[config.mk]
export PLATFORM = sky130hd
export DESIGN_NAME = config_sequencer
export DESIGN_NICKNAME = d
export VERILOG_FILES = /design/src/rtl/config_sequencer.sv
export SDC_FILE = /design/constraint.sdc
export NUM_CORES = 1
export LEC_CHECK = 0
export ABC_AREA = 1
export ABC_CLOCK_PERIOD_IN_PS = 2000
export CAP_MARGIN = 20
export CORE_MARGIN = 8
export CORE_UTILIZATION = 51
export DETAILED_ROUTE_END_ITERATION = 16
export PLACE_DENSITY = 0.88
export SLEW_MARGIN = 20
export SYNTH_ARGS = -nofsm -noshare
export SYNTH_HDL_FRONTEND = slang
export SYNTH_SLANG_ARGS = --single-unit
export TNS_END_PERCENT = 30
[constraint.sdc]
create_clock -name clock -period 2 [get_ports clock]
set_input_delay 0.4 -clock clock [delete_from_list [all_inputs] [get_ports clock]]
set_output_delay 0.4 -clock clock [all_outputs]
set_load 0.005 [all_outputs]
[src/rtl/config_sequencer.sv]
// config_sequencer: sequenced front end for the multi-dataflow configurator.
// Accepts configuration-ID requests over a valid/ready handshake. It stalls the
// datapath input and waits for the datapath to drain before it switches the
// switch-box select vector and releases the stall.
//
// Ports:
//   clock        single system clock; all logic on the rising edge
//   reset        synchronous, active-high reset
//   req_valid    configuration request valid
//   req_id       requested configuration ID
//   req_ready    request accepted on req_valid & req_ready at a clock edge
//   dp_busy      datapath has tokens in flight
//   stall        gates the datapath input actors (registered)
//   sel          switch-box select vector (registered)
//   cfg_id       currently applied ID; 0 means none
//   cfg_valid    a configuration is applied
//   switch_done  one-cycle pulse when a new or repeated configuration is active
//   err          one-cycle pulse when an unknown ID is accepted
module config_sequencer #(
    parameter int                ID_W         = 8,
    parameter int                SEL_W        = 2,
    parameter logic [SEL_W-1:0]  SEL_CFG1     = 2'b00,
    parameter logic [SEL_W-1:0]  SEL_CFG2     = 2'b11,
    parameter int                DRAIN_CYCLES = 4
) (
    input  logic             clock,
    input  logic             reset,
    input  logic             req_valid,
    input  logic [ID_W-1:0]  req_id,
    output logic             req_ready,
    input  logic             dp_busy,
    output logic             stall,
    output logic [SEL_W-1:0] sel,
    output logic [ID_W-1:0]  cfg_id,
    output logic             cfg_valid,
    output logic             switch_done,
    output logic             err
);

    localparam int CNT_W = $clog2(DRAIN_CYCLES + 1);
    localparam logic [CNT_W-1:0] CNT_LAST = CNT_W'(DRAIN_CYCLES - 1);

    typedef enum logic [1:0] {
        IDLE,
        RUN,
        DRAIN,
        APPLY
    } state_t;

    state_t             state;
    logic [CNT_W-1:0]   cnt;
    logic [ID_W-1:0]    pend_id;
    logic [SEL_W-1:0]   pend_sel;

    logic               known;
    logic [SEL_W-1:0]   dec_sel;
    logic               accept;

    always_comb begin
        known   = 1'b0;
        dec_sel = '0;
        if (req_id == ID_W'(1)) begin
            known   = 1'b1;
            dec_sel = SEL_CFG1;
        end else if (req_id == ID_W'(2)) begin
            known   = 1'b1;
            dec_sel = SEL_CFG2;
        end
    end

    assign req_ready = (state == IDLE) || (state == RUN);
    assign accept    = req_valid && req_ready;

    always_ff @(posedge clock) begin
        if (reset) begin
            state       <= IDLE;
            cnt         <= '0;
            pend_id     <= '0;
            pend_sel    <= '0;
            sel         <= '0;
            cfg_id      <= '0;
            cfg_valid   <= 1'b0;
            stall       <= 1'b1;
            switch_done <= 1'b0;
            err         <= 1'b0;
        end else begin
            switch_done <= 1'b0;
            err         <= 1'b0;
            case (state)
                IDLE: begin
                    // Nothing is flowing yet, so a first configuration
                    // can be applied without draining.
                    if (accept) begin
                        if (known) begin
                            state  <= APPLY;
                            sel    <= dec_sel;
                            cfg_id <= req_id;
                        end else begin
                            err <= 1'b1;
                        end
                    end
                end
                RUN: begin
                    if (accept) begin
                        if (!known) begin
                            err <= 1'b1;
                        end else if (req_id == cfg_id) begin
                            switch_done <= 1'b1;
                        end else begin
                            state    <= DRAIN;
                            stall    <= 1'b1;
                            cnt      <= '0;
                            pend_id  <= req_id;
                            pend_sel <= dec_sel;
                        end
                    end
                end
                DRAIN: begin
                    // Any busy cycle restarts the idle-run count.
                    if (dp_busy) begin
                        cnt <= '0;
                    end else if (cnt == CNT_LAST) begin
                        state  <= APPLY;
                        sel    <= pend_sel;
                        cfg_id <= pend_id;
                    end else begin
                        cnt <= cnt + CNT_W'(1);
                    end
                end
                APPLY: begin
                    state       <= RUN;
                    stall       <= 1'b0;
                    cfg_valid   <= 1'b1;
                    switch_done <= 1'b1;
                end
                default: begin
                    state <= IDLE;
                    stall <= 1'b1;
                end
            endcase
        end
    end

endmodule

==> results.yml <==
outcome:
  status: "finished clean"
worst_setup_path:
  crit_path_end_kind: "flip-flop"
  critPathArrivalTime_ns: 2.06
  cp_num_buf_inv: 1
  worstSetupStartpointType: "input pin"
  crit_type: "input pin to flip-flop"
  cp.required_ns: 2.27
  worstSetupStartpoint: "req_id[0]"
  rr_worst_depth: 8
  crit_cells: 8
  crit_top_cell: "nand2_1"
  path_max_fanout: 19
  path_cells: "clkdlybuf4s50_1, xor2_1, nand2_2, o21ai_4, nand3_4, nand2_1, nand2_1, nor2_1"
  crit_family: "simple AND/OR/NAND/NOR gates"
  critPathMaxStageDelay_ns: 0.59
  regToRegStartpoint: "cnt[0]"
  crit_slowest_cell: "clkdlybuf4s50_1"
clocking:
  cts_hold_buffers: 0
  cts.htree.levels: 1
  cts_tree: "done"
  clk_latency_ns: 0.32
  post_cts_resized: 0
  clockRootBuffer: "clkbuf_4"
  cts_setup_buffers: 0
  cts.sinks: 27
  cts.path.max_buffers: 2
  cts_buffers: 3
  path_clk_slew_ns: 0.14
placement:
  dp_hpwl_mm: 2.19
  place_congestion: 0.822
  placed_cell_area_mm2: 0.00176
  io_buffers: 26
detailed_routing:
  finalWirelength_mm: 2.91
  vias: 1322
  drt_iter0_markers: 27
  drt_first_pass_iters: 4
  vias_per_cell: 4.84
  wire_per_inst_um: 10.6
  post-route-drc-count: 0
  ant_nets: 0
final_layout:
  antennaDiodeCount: 0
  nNetsFinal: 257
  syn2layout_area_growth_pct: 24.7
  stdcell_area_mm2: 0.00179
  drive_gt1_frac: 0.140
hold_path:
  hold_depth: 2
  min_path_type: "flip-flop to flip-flop"
  min-delay-start: "pend_id[3]"
yosys:
  synth_area_per_cell_um2: 6.91
  synthesis.nets: 222
  synthDistinctLibCells: 28
  ys_warn_count: 0
  syn_area_mm2: 0.00144
  ys_ff_latch: 27
  ys_seq_area_frac: 0.376
  syn-instance-count: 208
power:
  clockPowerShare: 0.251
  peakVddDrop_mv: 0.360
  seqPwrFrac: 0.596
  switching_power_w: 0.000236
  power_w: 0.000933
  internal_power_w: 0.000697
  power.density_mw_per_mm2: 521
  power.leakage_nw: 0.820
  switching_share: 0.253
  combPwrFrac: 0.153
floorplan:
  dieArea_mm2: 0.00477
  rows: 19
  core_area_mm2: 0.00271
  floorplan.die.height_um: 69.1
  die_w_um: 69.1
  start_util: 0.530
  io_pins: 27
global_route:
  grt_max_degree: 20
  grt_pass1_vias: 1251
  track_usage: 0.125
  grt-ovfl-total: 0
  grt_pass1_wl_mm: 5.20
  antenna_found_initial: 0
timing:
  finalSetupTns_ns: 0
  fin_skew_ns: 0.00188
  fin_crit_sh: 0.896
  timing.hold.ws_ns: 0.443
  rsz0062_at_grt: "false"
  maxSlewViolCount: 0
  hold_viol_final: 0
  timing.slew.headroom: 0.641
  setup_viol: 0
  finalCriticalPeriod_ns: 1.79
  worst_slew_pin_slew_ns: 0.538
  fmax_mhz: 558
job:
  drv_cap: 0
## synthesized netlist by cell type
master / instances / share of area
xnor2_1: 5 / 0.030
inv_1: 33 / 0.086
nand3_2: 2 / 0.014
nor3_1: 9 / 0.031
ha_1: 2 / 0.017
nand3_4: 1 / 0.012
o21ai_0: 9 / 0.031
nor2_1: 23 / 0.060
a21oi_1: 5 / 0.017
nor2_2: 10 / 0.044
xor2_1: 1 / 0.0061
nor2_4: 2 / 0.016
a211oi_1: 1 / 0.0052
nand2_2: 1 / 0.0044
nor3b_1: 2 / 0.010
buf_6: 3 / 0.024
o21ai_2: 1 / 0.0061
dfxtp_1: 27 / 0.38
nand3_1: 5 / 0.017
buf_4: 1 / 0.0052
o21ai_4: 1 / 0.011
clkbuf_1: 2 / 0.0052
buf_2: 1 / 0.0035
inv_2: 2 / 0.0052
nand2_1: 56 / 0.15
o21bai_1: 1 / 0.0052
nand4_1: 1 / 0.0044
or2_1: 1 / 0.0044
## per-layer routing
| metal | part of all wire | global-route usage |
|---|---|---|
| met4 | 0.011 | 0.0478 |
| met3 | 0.048 | 0.0343 |
| met1 | 0.48 | 0.152 |
| met5 | 0 | 0 |
| met2 | 0.46 | 0.203 |
## worst min-delay path, cell delays in order (launching register included)
cell,delay [ns]
dfxtp_1,0.32
inv_1,0.05
nor3_1,0.04
## cells in the final DEF (no fill, tap or decap), drive strengths merged, types with 2 or more instances in the layout
cell type	count
ha	2
buf	11
nor2	35
nor3b	2
a21oi	5
nand2	57
dfxtp	27
clkdlybuf4s50	26
nor3	9
xnor2	5
inv	35
clkbuf	4
nand3	8
o21ai	11
## power groups by stage
stage	combinational, W	clock [W]	sequential [W]
detailed placement	0.000142	0	0.000568
floorplan	0.0000779	0	0.000567
finish	0.000142	0.000234	0.000556
global placement	0.000140	0	0.000568
global route	0.000159	0.000264	0.000558
CTS	0.000143	0.000242	0.000556
## path summary, 6_finish.rpt
check                    end  slack, ns
hold reg to reg   pend_id[3]       0.44
setup reg to reg      sel[0]       0.46
hold / removal    pend_id[3]       0.44
setup / recovery      sel[0]       0.21
## sequential cells by signal (all words and copies together) (netlist names)
name,flops
cfg_id,8
pend_id,8
cnt,3
state,2
cfg_valid,1
err,1
pend_sel,1
sel,1
stall,1
switch_done,1
## logic make-up after synthesis
family,synth area share
and+or+nand+nor,0.364
AOI/OAI and AO/OA,0.0767
adders and majority gates,0.0174
DFF,0.376
xor gates and xnor gates,0.0366
buffers and inverters,0.129
## metrics by stage
step                setup slack [ns]   util  instances
finish                         0.208  0.661        273
global route                  0.0814  0.661        273
CTS                            0.212  0.661        273
detailed placement            -0.139  0.651        269
global placement             -0.0586  0.651        269
floorplan                      0.484      -        208
## final cells by class
class                      instances  area, µm²
tap                               31       38.8
multi-input combinational        139        711
timing repair buffer              37        343
inverter                          35        131
clock buffer                       4       26.3
fill                             247        920
sequential                        27        541
(Power assumes the default switching activity.)
